===== src/rtl/tetris_input_pkg.sv =====
`default_nettype none
// ============================================================================
//  Package     : tetris_input_pkg
//  Description : Action ids and width helper shared by the input conditioner.
//  Revision    : 1.0 - initial release
// ============================================================================
package tetris_input_pkg;

    localparam int ACT_LEFT  = 0;
    localparam int ACT_RIGHT = 1;
    localparam int ACT_ROT   = 2;
    localparam int ACT_DROP  = 3;

    typedef enum logic [0:0] {
        ARB_IDLE    = 1'b0,
        ARB_PRESENT = 1'b1
    } arb_state_e;

    // Bits needed to hold values 0..value-1, never less than one.
    function automatic int clog2_min1(input int value);
        int width;
        width = 1;
        while ((1 << width) < value) begin
            width = width + 1;
        end
        return width;
    endfunction

endpackage
`default_nettype wire


===== src/rtl/debounce_channel.sv =====
`default_nettype none
// ============================================================================
//  Module      : debounce_channel
//  Description : Synchroniser, debounce counter, level/pulse and optional
//                auto-repeat (built only when AUTOREPEAT_EN is defined).
//  Revision    : 1.0 - initial release
// ============================================================================
module debounce_channel
    import tetris_input_pkg::*;
#(
    parameter int DEBOUNCE_CYC  = 500000,
    parameter int ACTIVE_LOW    = 1,
    parameter int RPT_DELAY_CYC = 12500000,
    parameter int RPT_RATE_CYC  = 2500000,
    parameter int RPT_EN        = 0
) (
    input  logic clk_i,
    input  logic rst_i,
    input  logic raw_i,
    output logic level_o,
    output logic pulse_o
);

`ifdef AUTOREPEAT_EN
    localparam bit AUTOREPEAT = 1'b1;
`else
    localparam bit AUTOREPEAT = 1'b0;
`endif

    localparam logic RELEASED_RAW = (ACTIVE_LOW != 0);
    localparam int   CW           = clog2_min1(DEBOUNCE_CYC);
    localparam logic [CW-1:0] DEB_LAST = CW'(DEBOUNCE_CYC - 1);

    logic          sync1_q;
    logic          sync2_q;
    logic          sync_pressed;
    logic [CW-1:0] cnt_q;
    logic [CW-1:0] cnt_d;
    logic          level_q;
    logic          level_d;
    logic          pulse_q;
    logic          rise;
    logic          rpt_fire;

    always_ff @(posedge clk_i or posedge rst_i) begin
        if (rst_i) begin
            sync1_q <= RELEASED_RAW;
            sync2_q <= RELEASED_RAW;
        end else begin
            sync1_q <= raw_i;
            sync2_q <= sync1_q;
        end
    end

    assign sync_pressed = sync2_q ^ RELEASED_RAW;

    always_comb begin
        cnt_d   = '0;
        level_d = level_q;
        if (sync_pressed != level_q) begin
            if (cnt_q == DEB_LAST) begin
                level_d = sync_pressed;
            end else begin
                cnt_d = cnt_q + 1'b1;
            end
        end
    end

    assign rise = level_d & ~level_q;

    always_ff @(posedge clk_i or posedge rst_i) begin
        if (rst_i) begin
            cnt_q   <= '0;
            level_q <= 1'b0;
            pulse_q <= 1'b0;
        end else begin
            cnt_q   <= cnt_d;
            level_q <= level_d;
            pulse_q <= rise | rpt_fire;
        end
    end

    generate
        if (AUTOREPEAT && (RPT_EN != 0)) begin : g_rpt
            localparam int RMAX = (RPT_DELAY_CYC > RPT_RATE_CYC) ? RPT_DELAY_CYC : RPT_RATE_CYC;
            localparam int RW   = clog2_min1(RMAX);

            logic [RW-1:0] rcnt_q;
            logic          first_done_q;
            logic [RW-1:0] limit;

            // First repeat waits the long delay, later ones use the rate.
            assign limit    = first_done_q ? RW'(RPT_RATE_CYC - 1) : RW'(RPT_DELAY_CYC - 1);
            assign rpt_fire = level_q & (rcnt_q == limit);

            always_ff @(posedge clk_i or posedge rst_i) begin
                if (rst_i) begin
                    rcnt_q       <= '0;
                    first_done_q <= 1'b0;
                end else if (!level_q) begin
                    rcnt_q       <= '0;
                    first_done_q <= 1'b0;
                end else if (rpt_fire) begin
                    rcnt_q       <= '0;
                    first_done_q <= 1'b1;
                end else begin
                    rcnt_q       <= rcnt_q + 1'b1;
                end
            end
        end else begin : g_no_rpt
            assign rpt_fire = 1'b0;
        end
    endgenerate

    assign level_o = level_q;
    assign pulse_o = pulse_q;

endmodule
`default_nettype wire


===== src/rtl/input_action_conditioner.sv =====
`default_nettype none
// ============================================================================
//  Module      : input_action_conditioner
//  Description : N-channel button front end: per-channel debounce, pending
//                latches and a lowest-index valid/ready action arbiter.
//                Optional auto-repeat is enabled by defining AUTOREPEAT_EN.
//  Revision    : 1.0 - initial release
// ============================================================================
module input_action_conditioner
    import tetris_input_pkg::*;
#(
    parameter int              N_CH          = 3,
    parameter int              DEBOUNCE_CYC  = 500000,
    parameter int              ACTIVE_LOW    = 1,
    parameter int              RPT_DELAY_CYC = 12500000,
    parameter int              RPT_RATE_CYC  = 2500000,
    parameter logic [N_CH-1:0] RPT_MASK      = N_CH'(3'b011)
) (
    input  logic                          CLOCK_50,
    input  logic                          reset,
    input  logic [N_CH-1:0]               btn_raw,
    output logic [N_CH-1:0]               level,
    output logic [N_CH-1:0]               pulse,
    output logic                          act_valid,
    output logic [clog2_min1(N_CH)-1:0]   act_id,
    input  logic                          act_ready
);

    localparam int AW = clog2_min1(N_CH);

    logic [N_CH-1:0] level_w;
    logic [N_CH-1:0] pulse_w;
    logic [N_CH-1:0] pend_q;
    logic [N_CH-1:0] pend_d;
    logic [N_CH-1:0] avail;
    logic [N_CH-1:0] accept_oh;
    logic [AW-1:0]   first_idx;
    logic            any_avail;
    logic            accept;
    arb_state_e      state_q;
    logic            act_valid_q;
    logic [AW-1:0]   act_id_q;

    generate
        for (genvar gi = 0; gi < N_CH; gi++) begin : g_ch
            debounce_channel #(
                .DEBOUNCE_CYC  (DEBOUNCE_CYC),
                .ACTIVE_LOW    (ACTIVE_LOW),
                .RPT_DELAY_CYC (RPT_DELAY_CYC),
                .RPT_RATE_CYC  (RPT_RATE_CYC),
                .RPT_EN        (RPT_MASK[gi] ? 1 : 0)
            ) u_chan (
                .clk_i   (CLOCK_50),
                .rst_i   (reset),
                .raw_i   (btn_raw[gi]),
                .level_o (level_w[gi]),
                .pulse_o (pulse_w[gi])
            );
        end
    endgenerate

    assign accept = act_valid_q & act_ready;

    // A pulse in flight counts as pending so it can be presented one edge later.
    always_comb begin
        avail     = pend_q | pulse_w;
        first_idx = '0;
        any_avail = 1'b0;
        accept_oh = '0;
        for (int i = N_CH - 1; i >= 0; i--) begin
            if (avail[i]) begin
                first_idx = AW'(i);
                any_avail = 1'b1;
            end
            accept_oh[i] = accept && (act_id_q == AW'(i));
        end
        pend_d = (pend_q & ~accept_oh) | pulse_w;
    end

    always_ff @(posedge CLOCK_50 or posedge reset) begin
        if (reset) begin
            state_q     <= ARB_IDLE;
            act_valid_q <= 1'b0;
            act_id_q    <= '0;
            pend_q      <= '0;
        end else begin
            pend_q <= pend_d;
            case (state_q)
                ARB_IDLE: begin
                    if (any_avail) begin
                        state_q     <= ARB_PRESENT;
                        act_valid_q <= 1'b1;
                        act_id_q    <= first_idx;
                    end
                end
                ARB_PRESENT: begin
                    if (act_ready) begin
                        state_q     <= ARB_IDLE;
                        act_valid_q <= 1'b0;
                    end
                end
                default: begin
                    state_q     <= ARB_IDLE;
                    act_valid_q <= 1'b0;
                end
            endcase
        end
    end

    assign level     = level_w;
    assign pulse     = pulse_w;
    assign act_valid = act_valid_q;
    assign act_id    = act_id_q;

endmodule
`default_nettype wire


===== config.mk =====
export PLATFORM = sky130hd
export DESIGN_NAME = input_action_conditioner
export DESIGN_NICKNAME = d
export VERILOG_FILES = /design/src/rtl/tetris_input_pkg.sv /design/src/rtl/debounce_channel.sv /design/src/rtl/input_action_conditioner.sv
export SDC_FILE = /design/constraint.sdc
export NUM_CORES = 1
export LEC_CHECK = 0
export CAP_MARGIN = 0
export CORE_ASPECT_RATIO = 0.8
export CORE_MARGIN = 2
export CORE_UTILIZATION = 35
export CTS_BUF_LIST = sky130_fd_sc_hd__clkbuf_2
export DETAILED_ROUTE_END_ITERATION = 8
export PLACE_DENSITY = 0.58
export SYNTH_ARGS = -nofsm -noshare
export SYNTH_HDL_FRONTEND = slang
export SYNTH_SLANG_ARGS = --single-unit

===== constraint.sdc =====
create_clock -name CLOCK_50 -period 2.45 [get_ports CLOCK_50]
set_clock_uncertainty 0.15 [all_clocks]
set_input_delay 0.245 -clock CLOCK_50 [delete_from_list [all_inputs] [get_ports CLOCK_50]]
set_output_delay 0.245 -clock CLOCK_50 [all_outputs]
set_load 0.01 [all_outputs]

# Word level (Yosys, flattened, before mapping)
# Index checks and enable logic that the tools add are counted.
dict set report totals {
  ff_bits 76
  inputBits 6
  out_inout_bits 9
  elab_cells 77
}
dict set report classes {
  n_addsub 3
  n_eq_ne 10
  n_mux 24
  bitwise 15
  n_reduce_logical 6
}
# cell n
set ops {}
lappend ops {{19-bit 2-to-1 mux} 6}
lappend ops {{19-bit by 1-bit adder with 19-bit output (second input constant)} 3}
lappend ops {{19-bit == test (second input constant)} 3}
lappend ops {{1-bit 2-to-1 mux} 13}
lappend ops {{1-bit inverter} 7}
lappend ops {{2-bit 2-to-1 mux} 3}
lappend ops {{3-bit OR} 2}
lappend ops {{1-bit bitwise AND} 4}
lappend ops {{2-bit inequality test (second input constant)} 2}
lappend ops {{1-bit one-hot mux with 2 select lines} 2}
lappend ops {{2-bit AND reduction} 2}
lappend ops {{3-bit bitwise AND} 1}
lappend ops {{1-bit logical AND} 3}
lappend ops {{1-bit inequality test} 3}
lappend ops {{3-bit inverter} 1}
lappend ops {{2-bit by 1-bit == test with 1-bit output (second input constant)} 1}
lappend ops {{2-bit == test (second input constant)} 1}
lappend ops {{2-bit logical NOT} 1}

# Logic depth before layout (Yosys ltp)
dict set report logic_depth {
  depth_word 6
  depth_mapped 6
}

# By module
# A second synthesis with hierarchy kept.
dict set report unflattened {
  cells_unflattened 360
  area_unflattened_um2 3965.1
}
# module n_inst cells_per_inst area_per_inst_um2 seq_area_each_um2
set modules_own_cells {}
lappend modules_own_cells {debounce_channel 3 110 1214.9 578.1}
lappend modules_own_cells {input_action_conditioner 1 30 320.3 175.2}

# Worst setup path after synthesis
# Ideal clock, no wire load.
dict set report synth_path {
  kind {register to register}
  start {reg g_ch[1].u_chan.cnt_q[0]}
  end {reg g_ch[1].u_chan.cnt_q[10]}
  setup_time_ps 132
  arrival_time_ps 1742
  setup_slack_ps 426
  path_stages_with_launch 7
  n_path_buf 1
  period_less_slack_ps 2024
  cell_sequence {dfrtp_1 ha_1 and4_1 nand2b_1 o31ai_2 clkbuf_1 nor2_1}
}
dict set report synth_via {
  elab_chain_cells 3
  word_cells_on_any_way 4
  cone_classes {add/sub: 1; eq/ne: 1; mux: 2}
}
# item line
set synth_rtl {}
lappend synth_rtl {{from (decl)} debounce_channel.sv:37} ;# logic [CW-1:0] cnt_q;
lappend synth_rtl {{from (signal assigned)} debounce_channel.sv:77} ;# cnt_q <= cnt_d;
lappend synth_rtl {{19-bit by 1-bit adder with 19-bit output or 19-bit == test (tied branches)} {debounce_channel.sv:64, debounce_channel.sv:61}}
lappend synth_rtl {{19-bit 2-to-1 mux (*)} debounce_channel.sv:61} ;# if (cnt_q == DEB_LAST) begin
lappend synth_rtl {{19-bit 2-to-1 mux (*)} debounce_channel.sv:60} ;# if (sync_pressed != level_q) begin
lappend synth_rtl {{named net g_ch[1].u_chan.cnt_d[10]} debounce_channel.sv:38} ;# logic [CW-1:0] cnt_d;
# Mark *: on every way through the listed nets, which the timed path passes. The rest lies on a longest branch.
# A chain may end at the register's enable or synchronous reset.

# Final worst setup path
dict set report layout_path {
  start {reg g_ch[1].u_chan.cnt_q[2]}
  end {reg g_ch[1].u_chan.cnt_q[17]}
}
# The elaborated chain is that of the path after synthesis.

==> results.ini <==
[run_status]
outcome=finished clean

[logic_synthesis]
synth_seq_area_share_pct=53.4
synth.cell_area_sq_um=3580
yosysTopAreaCell=dfrtp_1
synth.distinct_cells=40
syn_inst=356
synth_nets=365
yosysMostFrequentCell=dfrtp_1
synth_edf_count=0
synth_common_cells=dfrtp_1, nor2_1, xnor2_1
synth-async-reset-ratio_pct=100
ys_top_cells_by_area=dfrtp_1, xnor2_1, nor2_1
postSynthAreaPerCell_sq_um=10.0
yosys.area.top_type_share_pct=49.0
synth_seq_cells=76
synth_warnings=0
ys.flop_type=dfrtp_1

[timing]
clock.fmax_mhz=460
period_minus_slack_ns=2.17
slew_violations=0
whs_ns=0.190
min_period_over_period_pct=88.7
grt_setup_unrepaired=false
tightest_slew_ns=0.567
setup_tns_ns=0
hold_viol_final=0
setup_violations=0
slew_headroom_pct=61.9

[drt]
via_per_inst=4.99
drc_errors=0
postRouteWirelength_mm=6.90
drtAntennaViolNets=0
drtIter0Drc=202
vias=2607
wl_per_cell_microns=13.2
drt_pass1_iterations=4

[clocking]
htreeDepth=3
numCtsBuffers=9
cts_tree=yes
clock_path_buffers=2
clk_pin_slew_worst_paths_ns=0.20
clk_latency_ns=0.54
cts_setup_buffers=0
clockRootBuffer=clkbuf_2
post_cts_resized=0
clock_sinks=76

[global_route]
grt_pass1_wl_mm=12.0
grt_pass1_vias=2500
grt_max_degree=31
grt_overflow=0
gr-usage-all-layers_pct=14.0
grt_antenna_before_repair=0

[placement]
gp_congestion=0.855
dp_hpwl_mm=4.75
place.port_buffers=14

[power_and_ir_drop]
peakVddDrop_mv=0.267
leakage_nw=1.58
powerDensity_nw_per_um2=484

[layout]
final_core_utilization_pct=40.8
fill_cells=965
fin_nets=390
layout-drive-gt1-share_pct=9.33
diodes=0
syn_to_final_growth_pct=12.0

[floorplanning]
dieArea_sq_um=11100
io_pins=15
core-area_sq_um=9810
die_h_microns=94.4
rows=32
die_w_microns=117
start_util_pct=36.5

[setup_path]
crit_arrival_ns=2.52
cp.required_ns=2.79
path_max_fanout=7
cp-end-kind=flop
start_kind=flop
path_class=reg2reg

[min_path]
hp-class=in2reg

[flow_run]
drv_cap=0

==> critical path, cell delays in order, from the launching register on <==
cell and delay [ns]:
dfrtp_1 0.48, nand3_1 0.17, or4_1 0.68, or4_4 0.52, a21oi_2 0.14
==> repair_timing <==
item | 4_1_cts | 5_1_grt
endpoints found under the hold margin | 22 | 0
endpoints found under the setup margin | 0 | 0
hold buffers | 4 | 0
==> cell usage in the layout, fill, tap and decap left out, types with 2 or more instances in the layout <==
master            n
or4_1             7
o21ai_0          12
nor4b_1           5
and3_1            4
nand2b_1          3
a21oi_1          16
o31ai_1           6
xor2_1           10
buf_4             7
nand4_1          14
or2_2             3
o21ai_1           2
nor3_1           10
nor4_1           11
clkinv_1          4
clkbuf_2         11
or3_1             9
and2_1            3
nor2_1           52
dlygate4sd3_1     4
clkdlybuf4s50_1  14
nand3_1          21
ha_1              3
inv_1             9
dfrtp_1          70
dfstp_2           6
xnor2_1          31
and4_1            3
nand2_1          19
a21o_1            2
==> final timing paths <==
kind	from	end	slack, ns	cells past startpoint
setup / recovery	g_ch[1].u_chan.cnt_q[2]	g_ch[1].u_chan.cnt_q[17]	0.28	4
hold / removal	act_ready	act_valid	0.19	2
setup reg to reg	g_ch[1].u_chan.cnt_q[2]	g_ch[1].u_chan.cnt_q[17]	0.28	4
hold reg to reg	g_ch[0].u_chan.sync1_q	g_ch[0].u_chan.sync2_q	0.22	0
max in group asynchronous	reset	g_ch[1].u_chan.sync2_q	1.04	4
min in group asynchronous	reset	pend_q[0]	0.43	3
==> final cells by class <==
type | count | area (sq um) | share of cell area, %
Clock buffer | 11 | 55.1 | 1.37
Clock inverter | 5 | 20.0 | 0.500
Inverter | 10 | 37.5 | 0.937
Multi-Input combinational cell | 258 | 1560 | 39.0
Sequential cell | 76 | 1910 | 47.7
Tap cell | 136 | 170 | 4.25
Timing Repair Buffer | 26 | 253 | 6.31
==> metal layers <==
layer | vias up | wire length, microns | GRT usage [%]
li1 | 1307 | - | -
met1 | 1248 | 3670 | 19.9
met2 | 40 | 2850 | 19.7
met3 | 12 | 277 | 5.01
met4 | 0 | 102 | 4.80
met5 | - | 0 | 0
==> through the flow <==
stage / power, mW / area, sq um / setup slack (ns) / instances
finish: 1.94 / 4010 / 0.277 / 522
CTS: 1.98 / 4010 / 0.292 / 522
global route: 2.05 / 4010 / 0.145 / 522
floorplan: 1.37 / 3580 / 0.127 / 356
detailed placement: 1.42 / 3890 / 0.294 / 502
global placement: 1.42 / 3890 / 0.353 / 502
==> registers in the layout (all words and copies together), names as in the netlist <==
register and count:
g_ch.u_chan.cnt_q 57, act_id 2, g_ch.u_chan.pulse_o 3, g_ch.u_chan.level_o 3, g_ch.u_chan.sync1_q 3, act_valid 1, pend_q 3, g_ch.u_chan.sync2_q 3
state_q 1
==> where the power goes <==
| part | switching (mW) | total [mW] | internal, mW |
|---|---|---|---|
| clock | 0.410 | 0.537 | 0.128 |
| combinational | 0.0581 | 0.0977 | 0.0396 |
| sequential | 0.0222 | 1.30 | 1.28 |
| total | 0.490 | 1.94 | 1.45 |
==> cells by family after synthesis <==
group / count (synthesis) / synth area share, %
XOR/XNOR: 41 / 10.0
adder cells (fa/ha/maj): 3 / 1.05
AO/OA/AOI/OAI: 43 / 7.21
flip-flops: 76 / 53.4
buffers and inverters: 22 / 3.01
AND/OR/NAND/NOR: 171 / 25.3
Note: power is estimated with default switching activity, not from simulation.
